**src/rtl/fetch_pkg.sv**
```systemverilog
// fetch_pkg: shared types and helpers for the instruction-fetch front end.
//   state_t     : fetch FSM states
//   INSTR_BYTES : PC increment per instruction
//   align_pc()  : clears the byte-offset bits [1:0] of an address
package fetch_pkg;

  typedef enum logic [1:0] {
    S_REQ  = 2'd0,  // may issue a request for the current PC
    S_WAIT = 2'd1,  // request accepted, waiting for its response
    S_DROP = 2'd2   // in-flight response belongs to a flushed path
  } state_t;

  localparam int INSTR_BYTES = 4;

  // Wide enough for any practical PC; callers cast to their own width.
  localparam int PC_MAX_W = 64;

  function automatic logic [PC_MAX_W-1:0] align_pc(input logic [PC_MAX_W-1:0] pc);
    return {pc[PC_MAX_W-1:2], 2'b00};
  endfunction

endpackage

```
**src/rtl/fetch_pc_reg_en.sv**
```systemverilog
// pc_reg_en: width-parameterised register with load enable and async
// active-low reset to RST_VAL.
//   i_clk   : clock
//   i_rst_n : async active-low reset
//   i_en    : load i_d on the rising edge
//   i_d     : load value
//   o_q     : registered value
module pc_reg_en #(
  parameter int           W       = 32,
  parameter logic [W-1:0] RST_VAL = '0
) (
  input  logic         i_clk,
  input  logic         i_rst_n,
  input  logic         i_en,
  input  logic [W-1:0] i_d,
  output logic [W-1:0] o_q
);

  logic [W-1:0] r_q;

  always_ff @(posedge i_clk or negedge i_rst_n) begin
    if (!i_rst_n)  r_q <= RST_VAL;
    else if (i_en) r_q <= i_d;
  end

  assign o_q = r_q;

endmodule

```
**src/rtl/fetch_pc.sv**
```systemverilog
// fetch_pc: program counter and instruction-fetch front end.
// Issues one imem request at a time for the current PC, captures the
// response into a single-entry slot handed to decode with valid/ready,
// and flushes the slot / in-flight fetch on a redirect.
//   i_clk, i_reset_n          : clock, async active-low reset
//   i_redirect_valid/_pc      : branch/jump redirect (target word-aligned here)
//   o_imem_req_valid/_addr    : fetch request (address = current PC)
//   i_imem_req_ready          : memory accepts request
//   i_imem_rsp_valid/_data    : fetch response
//   o_out_valid/_pc/_instr    : output slot to decode
//   i_out_ready               : decode consumes slot
module fetch_pc
  import fetch_pkg::*;
#(
  parameter int            AW       = 32,
  parameter logic [AW-1:0] RESET_PC = '0,
  parameter int            IW       = 32
) (
  input  logic          i_clk,
  input  logic          i_reset_n,
  input  logic          i_redirect_valid,
  input  logic [AW-1:0] i_redirect_pc,
  output logic          o_imem_req_valid,
  output logic [AW-1:0] o_imem_req_addr,
  input  logic          i_imem_req_ready,
  input  logic          i_imem_rsp_valid,
  input  logic [IW-1:0] i_imem_rsp_data,
  output logic          o_out_valid,
  output logic [AW-1:0] o_out_pc,
  output logic [IW-1:0] o_out_instr,
  input  logic          i_out_ready
);

  state_t           r_state, w_state_nxt;
  logic             r_out_valid;
  logic [AW-1:0]    w_pc;
  logic [AW-1:0]    w_pc_nxt;
  logic [AW-1:0]    w_redir_pc;
  logic             w_pc_en;
  logic             w_req_valid;
  logic             w_capture;
  logic [AW+IW-1:0] w_slot;

  assign w_redir_pc = AW'(align_pc(PC_MAX_W'(i_redirect_pc)));

  // Next state and request/capture strobes. A request is only offered when
  // the slot is empty or draining this cycle, so a response never finds the
  // slot occupied.
  always_comb begin
    w_state_nxt = r_state;
    w_req_valid = 1'b0;
    w_capture   = 1'b0;
    unique case (r_state)
      S_REQ: begin
        // Gated by reset so nothing is presented while reset is held.
        w_req_valid = i_reset_n & ~i_redirect_valid & (~r_out_valid | i_out_ready);
        if (w_req_valid && i_imem_req_ready) w_state_nxt = S_WAIT;
      end
      S_WAIT: begin
        w_capture = i_imem_rsp_valid & ~i_redirect_valid;
        if (i_imem_rsp_valid)      w_state_nxt = S_REQ;
        else if (i_redirect_valid) w_state_nxt = S_DROP;
      end
      S_DROP: begin
        if (i_imem_rsp_valid) w_state_nxt = S_REQ;
      end
      default: w_state_nxt = S_REQ;
    endcase
  end

  always_ff @(posedge i_clk or negedge i_reset_n) begin
    if (!i_reset_n) r_state <= S_REQ;
    else            r_state <= w_state_nxt;
  end

  // PC only moves on redirect or on a delivered instruction; redirect wins.
  assign w_pc_en  = i_redirect_valid | w_capture;
  assign w_pc_nxt = i_redirect_valid ? w_redir_pc : w_pc + AW'(INSTR_BYTES);

  pc_reg_en #(.W(AW), .RST_VAL(RESET_PC)) u_pc (
    .i_clk   (i_clk),
    .i_rst_n (i_reset_n),
    .i_en    (w_pc_en),
    .i_d     (w_pc_nxt),
    .o_q     (w_pc)
  );

  // Slot payload holds its value after drain or flush; only valid clears.
  pc_reg_en #(.W(AW+IW), .RST_VAL('0)) u_slot (
    .i_clk   (i_clk),
    .i_rst_n (i_reset_n),
    .i_en    (w_capture),
    .i_d     ({w_pc, i_imem_rsp_data}),
    .o_q     (w_slot)
  );

  always_ff @(posedge i_clk or negedge i_reset_n) begin
    if (!i_reset_n)                    r_out_valid <= 1'b0;
    else if (i_redirect_valid)         r_out_valid <= 1'b0;
    else if (w_capture)                r_out_valid <= 1'b1;
    else if (r_out_valid & i_out_ready) r_out_valid <= 1'b0;
  end

  assign o_imem_req_valid = w_req_valid;
  assign o_imem_req_addr  = w_pc;
  assign o_out_valid      = r_out_valid;
  assign o_out_pc         = w_slot[AW+IW-1:IW];
  assign o_out_instr      = w_slot[IW-1:0];

endmodule

```
**config.mk**
```make
export PLATFORM = sky130hd
export DESIGN_NAME = fetch_pc
export DESIGN_NICKNAME = d
export VERILOG_FILES = /design/src/rtl/fetch_pkg.sv /design/src/rtl/fetch_pc_reg_en.sv /design/src/rtl/fetch_pc.sv
export SDC_FILE = /design/constraint.sdc
export NUM_CORES = 1
export LEC_CHECK = 0
export CAP_MARGIN = 15
export CORE_ASPECT_RATIO = 0.75
export CORE_MARGIN = 5
export CORE_UTILIZATION = 32
export CTS_CLUSTER_DIAMETER = 80
export DETAILED_ROUTE_END_ITERATION = 6
export PLACE_DENSITY = 0.64
export SLEW_MARGIN = 10
export SYNTH_ARGS = -nofsm -noshare
export SYNTH_HDL_FRONTEND = slang
export SYNTH_HIERARCHICAL = 1
export SYNTH_SLANG_ARGS = --single-unit
```
**constraint.sdc**
```tcl
create_clock -name i_clk -period 4.97 [get_ports i_clk]
set_input_delay 0.994 -clock i_clk [delete_from_list [all_inputs] [get_ports i_clk]]
set_output_delay 0.994 -clock i_clk [all_outputs]
set_load 0.01 [all_outputs]
```
==> impl_metrics.xml <==
<?xml version="1.0" encoding="UTF-8"?>
<metrics>
  <group name="status">
    <metric name="run_status" unit="">finished clean</metric>
  </group>
  <group name="global_routing">
    <metric name="globalRoute.busiestLayer" unit="">met2</metric>
    <metric name="gr-total-overflow" unit="">0</metric>
    <metric name="grt_use_met2" unit="%">21.30</metric>
    <metric name="maximum_number_of_pins_on_one_net_before_global_route_repair" unit="">62</metric>
    <metric name="use_met3" unit="%">5.083</metric>
    <metric name="use_met1" unit="%">19.90</metric>
    <metric name="globalRouteTotalUtil" unit="%">14.41</metric>
    <metric name="antenna_violations_before_repair" unit="">1</metric>
    <metric name="grt_first_pass_wirelength" unit="mm">21.37</metric>
    <metric name="first_global_vias" unit="">3853</metric>
  </group>
  <group name="timing">
    <metric name="hold_violations" unit="">0</metric>
    <metric name="slew_viols_final" unit="">0</metric>
    <metric name="timing.fmax" unit="GHz">0.2810</metric>
    <metric name="post-route-period-util" unit="%">71.60</metric>
    <metric name="unrepaired_setup_endpoints_after_global_routing" unit="">false</metric>
    <metric name="setup-violations-final" unit="">0</metric>
    <metric name="finClkSkew" unit="ps">6.797</metric>
    <metric name="final.setup.worst_slack" unit="ps">1411</metric>
    <metric name="final.setup.tns" unit="ps">0</metric>
    <metric name="worst_slew_pin_slew" unit="ps">1127</metric>
    <metric name="max-slew-margin-rel" unit="%">24.63</metric>
    <metric name="min_period" unit="ps">3559</metric>
  </group>
  <group name="placement">
    <metric name="placement.setup.worst_slack" unit="ps">1412</metric>
    <metric name="placedInstanceArea" unit="um2">6880</metric>
    <metric name="hpwl" unit="mm">9.712</metric>
    <metric name="routabilityCongestion" unit="">0.8264</metric>
    <metric name="placement.io_buffers" unit="">165</metric>
  </group>
  <group name="clock_tree">
    <metric name="cts_made_buffers" unit="">9</metric>
    <metric name="path_clk_slew" unit="ps">70</metric>
    <metric name="root_buffer" unit="">sky130_fd_sc_hd__clkbuf_16</metric>
    <metric name="insertion_delay" unit="ps">350</metric>
    <metric name="cts.repair_timing.setup_buffer_count" unit="">0</metric>
    <metric name="number_of_buffers_added_to_fix_hold_violations_after_cts" unit="">0</metric>
    <metric name="clk_path_buf_depth" unit="">2</metric>
    <metric name="numClockSinks" unit="">99</metric>
    <metric name="cts_repair_resize_count" unit="">0</metric>
    <metric name="htreeDepth" unit="">3</metric>
    <metric name="clock_tree_from_tritoncts" unit="">done</metric>
  </group>
  <group name="power_and_ir_drop">
    <metric name="irDropWorstVdd" unit="uV">224.9</metric>
    <metric name="total_leakage_power" unit="nW">2.989</metric>
    <metric name="design_power_total" unit="W">0.003181</metric>
    <metric name="pwr_per_cell_area" unit="nW/um2">443.0</metric>
  </group>
  <group name="final_layout">
    <metric name="final_nets" unit="">614</metric>
    <metric name="postLayoutCellArea" unit="um2">7181</metric>
    <metric name="n_antenna_cell" unit="">0</metric>
    <metric name="layout-drive-gt1-share" unit="%">23.36</metric>
    <metric name="fillCellCount" unit="">1462</metric>
    <metric name="layout-area-overhead-vs-synth" unit="%">39.26</metric>
  </group>
  <group name="min_path">
    <metric name="min_path_type" unit="">reg2reg</metric>
  </group>
  <group name="route">
    <metric name="antenna_violating_nets_post_route" unit="">0</metric>
    <metric name="dr.pass1.iters" unit="">4</metric>
    <metric name="detail_route.vias_per_cell" unit="">4.861</metric>
    <metric name="drt_first_iter_violations" unit="">185</metric>
    <metric name="detailroute.via_count" unit="">3685</metric>
    <metric name="drcViolationCount" unit="">0</metric>
    <metric name="routedWlPerCell" unit="um">17.89</metric>
    <metric name="routed_wirelength" unit="mm">13.56</metric>
  </group>
  <group name="synth">
    <metric name="netlist-cell-type-count" unit="">36</metric>
    <metric name="synth_cells" unit="">381</metric>
    <metric name="syn-num-nets" unit="">452</metric>
    <metric name="post_synth_instance_area" unit="um2">5156</metric>
    <metric name="most_instantiated_flip_flop_cell_in_the_synthesis_netlist" unit="">sky130_fd_sc_hd__dfrtp_1</metric>
    <metric name="synth-seq-area-share" unit="%">48.05</metric>
    <metric name="ys_ff_latch" unit="">99</metric>
    <metric name="ys_top_cells_by_area" unit="">sky130_fd_sc_hd__dfrtp_1 48%, sky130_fd_sc_hd__mux2_4 26%, sky130_fd_sc_hd__buf_12 3.5%</metric>
    <metric name="syn_area_per_cell" unit="um2">13.53</metric>
    <metric name="async_s_r_ff_share_synth" unit="%">100.0</metric>
    <metric name="synth_top_area_cell" unit="">sky130_fd_sc_hd__dfrtp_1</metric>
    <metric name="synth-edff-count" unit="">0</metric>
    <metric name="synth.top_cell.area_share" unit="%">48.05</metric>
    <metric name="yosysWarnings" unit="">6</metric>
  </group>
  <group name="worst_setup_path">
    <metric name="critPathArrivalTime" unit="ps">2560</metric>
    <metric name="kind_of_launch_point_of_the_worst_setup_path" unit="">primary input</metric>
    <metric name="critical_path.max_fanout" unit="">28</metric>
    <metric name="crit_path_category" unit="">in2out</metric>
    <metric name="r2r_setup_slack" unit="ps">2750</metric>
    <metric name="worst_ep_required_time" unit="ps">3980</metric>
    <metric name="endpoint_kind" unit="">primary output</metric>
  </group>
  <group name="die">
    <metric name="initial_utilization" unit="%">32.40</metric>
    <metric name="coreArea" unit="um2">15920</metric>
    <metric name="top_level_ports" unit="">168</metric>
    <metric name="floorplan.die.height" unit="um">119.9</metric>
    <metric name="die_x" unit="um">156.6</metric>
    <metric name="die_area" unit="um2">18780</metric>
    <metric name="rows" unit="">40</metric>
  </group>
  <group name="flow_run">
    <metric name="drv_cap" unit="">0</metric>
  </group>
</metrics>
Yosys cell counts, types with 4 or more instances:
cell type                  instances
sky130_fd_sc_hd__or3_1             6
sky130_fd_sc_hd__mux2_4           90
sky130_fd_sc_hd__or4_1             6
sky130_fd_sc_hd__xnor2_1           6
sky130_fd_sc_hd__mux2_2            7
sky130_fd_sc_hd__nand4_1          12
sky130_fd_sc_hd__dfrtp_1          99
sky130_fd_sc_hd__o31ai_1           6
sky130_fd_sc_hd__nand2_1          27
sky130_fd_sc_hd__nor2_1           18
sky130_fd_sc_hd__o21ai_0          21
sky130_fd_sc_hd__buf_12            9
sky130_fd_sc_hd__buf_6             4
sky130_fd_sc_hd__and3_1            5
sky130_fd_sc_hd__clkbuf_1          6
sky130_fd_sc_hd__xor2_1            9
sky130_fd_sc_hd__a31oi_1          13
sky130_fd_sc_hd__nand3_1           7
sequential cells by signal, summed over array words and instances (netlist names):
signal,count
u_pc/o_q,32
o_out_valid,1
u_slot/o_q,64
r_state,2
cell usage in the layout (no fill, tap or decap), types with 7 or more instances in the layout:
master | netlist | layout
sky130_fd_sc_hd__mux2_4 | 90 | 90
sky130_fd_sc_hd__dfrtp_1 | 99 | 99
sky130_fd_sc_hd__nand2_1 | 27 | 26
sky130_fd_sc_hd__xor2_1 | 9 | 9
sky130_fd_sc_hd__mux2_2 | 7 | 7
sky130_fd_sc_hd__clkbuf_16 | 0 | 9
sky130_fd_sc_hd__nand4_1 | 12 | 12
sky130_fd_sc_hd__clkdlybuf4s50_1 | 0 | 164
sky130_fd_sc_hd__nand3_1 | 7 | 7
sky130_fd_sc_hd__nor2_1 | 18 | 17
sky130_fd_sc_hd__o21ai_0 | 21 | 21
sky130_fd_sc_hd__a31oi_1 | 13 | 13
worst max-delay path, stage by stage:
cell,delay (ps)
sky130_fd_sc_hd__clkdlybuf4s50_1,420
sky130_fd_sc_hd__clkinv_1,50
sky130_fd_sc_hd__buf_4,260
sky130_fd_sc_hd__and4_1,280
sky130_fd_sc_hd__clkdlybuf4s50_1,550
cell families (layout without fill, tap and decap cells):
| group | count (synthesis) | count (layout) | synth area share, % |
|---|---|---|---|
| XOR/XNOR | 15 | 15 | 2.548 |
| buffers and inverters | 21 | 188 | 4.950 |
| AND/OR/NAND/NOR | 103 | 103 | 11.31 |
| adder cells (fa/ha/maj) | 1 | 1 | 0.2426 |
| multiplexers | 97 | 97 | 27.74 |
| AO/OA/AOI/OAI | 45 | 45 | 5.169 |
| flip-flops | 99 | 99 | 48.05 |
report_power, final:
group,total (W),internal [W],switching [W]
clock,0.000713,0.000396,0.000317
sequential,0.00127,0.00105,0.000222
combinational,0.00120,0.000802,0.000398
metal layers:
metal	vias up	wire (um)
met5	-	13
met4	2	190
met3	18	1092
met2	146	5810
met1	1795	6452
li1	1724	-
layout make-up:
type | count | area (um2) | share of cell area [%]
Inverter | 2 | 7.507 | 0.1045
Sequential cell | 99 | 2477 | 34.50
Multi-Input combinational cell | 261 | 2434 | 33.89
Clock buffer | 10 | 229.0 | 3.189
Clock inverter | 6 | 71.32 | 0.9932
Tap cell | 210 | 262.8 | 3.659
Timing Repair Buffer | 170 | 1699 | 23.66
worst paths after layout:
| kind | from | end | cells past startpoint |
|---|---|---|---|
| max | i_redirect_valid | o_imem_req_valid | 5 |
| min | r_state[1] | r_state[0] | 1 |
| max reg2reg | r_state[1] | u_slot/o_q[40] | 4 |
| min reg2reg | r_state[1] | r_state[0] | 1 |
| max in group asynchronous | i_reset_n | u_pc/o_q[4] | 2 |
| min in group asynchronous | i_reset_n | u_slot/o_q[27] | 1 |
per-stage QoR:
stage | hold slack, ps | std cells | util [%]
2_1_floorplan | 453.4 | 381 | -
3_3_place_gp | 468.2 | 742 | 43.23
3_5_place_dp | 491.4 | 742 | 43.23
4_1_cts | 509.1 | 758 | 45.12
5_1_grt | 520.7 | 758 | 45.12
6_report | 505.7 | 758 | 45.12
Power figures use the tool's default switching activity.
==> patch (same flow settings) <==
Change the parameter `IW` from 32 to 16.
--- a/src/rtl/fetch_pc.sv
+++ b/src/rtl/fetch_pc.sv
@@ -14,7 +14,7 @@
 #(
   parameter int            AW       = 32,
   parameter logic [AW-1:0] RESET_PC = '0,
-  parameter int            IW       = 32
+  parameter int            IW       = 16
 ) (
   input  logic          i_clk,
   input  logic          i_reset_n,
Ports: changed (resized i_imem_rsp_data and o_out_instr); port bits go from 168 to 136. The function was not compared with the original's and may differ.
==> patch against the original RTL <==
Area after synthesis fell by 16%. Total power down 16%. Global-route usage down 0.055 points. Design area is 16% lower. Maximum frequency down 0.26%. First-iteration DRC count shrank 32%. Combinational power down 20%. Critical path depth is the same. Sequential cell count shrank 16. Utilization up 0.88 points. Wire length shrank 18%. Worst setup slack worse by 9.2 ps. Critical path type unchanged.
==> patch: results (changes against the original RTL) <==
worst IR drop on VDD 0.000287 V (was 0.000225 V); WL/cell 17.0 µm (was 17.9 µm); GPL Wtd Cong 0.724 (was 0.826); syn_nets 402 (was 452); Main synth FF type dfrtp_1 (unchanged); NetSw 791 µW (was 937 µW); layout cells sized above 1 0.231 (was 0.234); static leakage 0.00249 µW (was 0.00299 µW); Port-buffer cells 133 (was 165); hold path depth 1 (unchanged); Worst-path clk slew 60 ps; Final Hold Viols 0 (unchanged); vias per inst 4.90 (was 4.86); layout net count 534 (was 614); Distinct cells, synth 37 (was 36); number of diodes 0 (unchanged); clock latency on the worst-skew pair 330 ps (was 350 ps); DRT iter0 DRCs 126 (was 185); first-pass GRT wire length 18400 µm (was 21400 µm); Yosys warning count 6 (unchanged); Detailed Routing Iterations Pass 1 4 (unchanged); ranking of synthesized cells by area dfrtp_1, mux2_4, mux2_2, o21ai_0, nand2_1 (was dfrtp_1, mux2_4, buf_12, o21ai_0, nand2_1); most common library cells after synthesis dfrtp_1, mux2_4, mux2_2 (was dfrtp_1, mux2_4, nand2_1); pin count of the biggest net entering global routing 48 (was 62); Final Setup Violations 0 (unchanged); data required time of the worst path 3980 ps (about the same); CP max stage delay 570 ps (was 550 ps); initial antenna violation count 0 (was 1); htree depth 3 (unchanged); post-synthesis sequential area ratio 0.479 (was 0.480); reg2reg end u_slot/o_q[1]$_DFFE_PN0P_ (was u_slot/o_q[40]$_DFFE_PN0P_); Global Route Usage Sum 0.144 (about the same); number of fill cells in the layout 1223 (was 1462); skew final 8.41 ps (was 6.80 ps); max reg flops 48 (was 64); R2R Setup Slk 2660 ps (was 2750 ps); worst hold path type flip-flop to flip-flop (unchanged); worst r2r path cells 4 (unchanged); Worst Path Max Fanout 28 (unchanged); Post-CTS Setup Inserts 0 (unchanged); Min-Delay Endpoint r_state[0]$_DFFE_PN0P_ (unchanged); CTS resizes 0 (unchanged); Worst Max-Slew Pin Slew 1110 ps (was 1130 ps); vias in the first global route 3475 (was 3853); run status finished, final reports clean (unchanged); HPWL Detailed 8010 µm (was 9710 µm); total CTS buffers 9 (unchanged); clock tree buffer depth 2 (unchanged); Hold WS 496 ps (was 506 ps)
## patch: cell types whose count changed in the layout (fill, tap and decap cells not counted), sizes merged
cell,change
clkinv,+2
mux2,-16
clkbuf,+2
dfrtp,-16
inv,-3
bufinv,-1
clkdlybuf4s50,-32
## patch: layer usage
metal  share of wire  GRT usage  up-vias  wire, µm
met5               0          0        -         0
met4          0.0078     0.0348        0        87
met3           0.088     0.0604        9       983
met2            0.43      0.216      103      4790
met1            0.47      0.191     1558      5260
li1                -          -     1541         -
## patch: logic make-up after synthesis
family / count (synthesis) / share of synthesized area
compound gates: 45 / 0.0614
xor+xnor: 15 / 0.0303
fa+ha+maj: 1 / 0.00288
buf+inv: 19 / 0.0386
flops: 83 / 0.479
mux: 81 / 0.254
simple gates: 103 / 0.134
## patch: worst max-delay path: cells and delay by family
kind	cells	cell delay, ps
simple gates	1	260
buf+inv	4	1310
## patch: worst max path at each step
stage / cells past startpoint / start / end / slack, ps
2_1_floorplan: 2 / i_redirect_valid / o_imem_req_valid / 2600
3_3_place_gp: 5 / i_redirect_valid / o_imem_req_valid / 1390
3_5_place_dp: 5 / i_redirect_valid / o_imem_req_valid / 1400
4_1_cts: 5 / i_redirect_valid / o_imem_req_valid / 1380
5_1_grt: 5 / i_redirect_valid / o_imem_req_valid / 1270
6_report: 5 / i_redirect_valid / o_imem_req_valid / 1400
## patch: layout make-up
class	count	area, µm²	share of cell area
multi-input combinational	245	2100	0.348
sequential	83	2080	0.343
timing repair buffer	138	1370	0.226
clock buffer	12	256	0.0424
tap	171	214	0.0354
clock inverter	4	25.0	0.00414
inverter	2	7.51	0.00124
## patch: power by group through the flow
| stage | Combinational [µW] | Clock, µW | Sequential, µW |
|---|---|---|---|
| 2_1_floorplan | 359 | 0 | 1130 |
| 3_3_place_gp | 955 | 0 | 1060 |
| 3_5_place_dp | 964 | 0 | 1070 |
| 4_1_cts | 969 | 657 | 1070 |
| 5_1_grt | 1020 | 684 | 1100 |
| 6_report | 955 | 638 | 1060 |
## patch: metrics by stage
stage          setup WS (ps)  instance area [µm²]  utilization  power, µW  std cells
2_1_floorplan           2600                 4340            -       1490        347
6_report                1400                 6050        0.460       2660        655
4_1_cts                 1380                 6050        0.460       2690        655
3_3_place_gp            1390                 5770        0.439       2020        639
3_5_place_dp            1400                 5770        0.439       2040        639
5_1_grt                 1270                 6050        0.460       2810        655
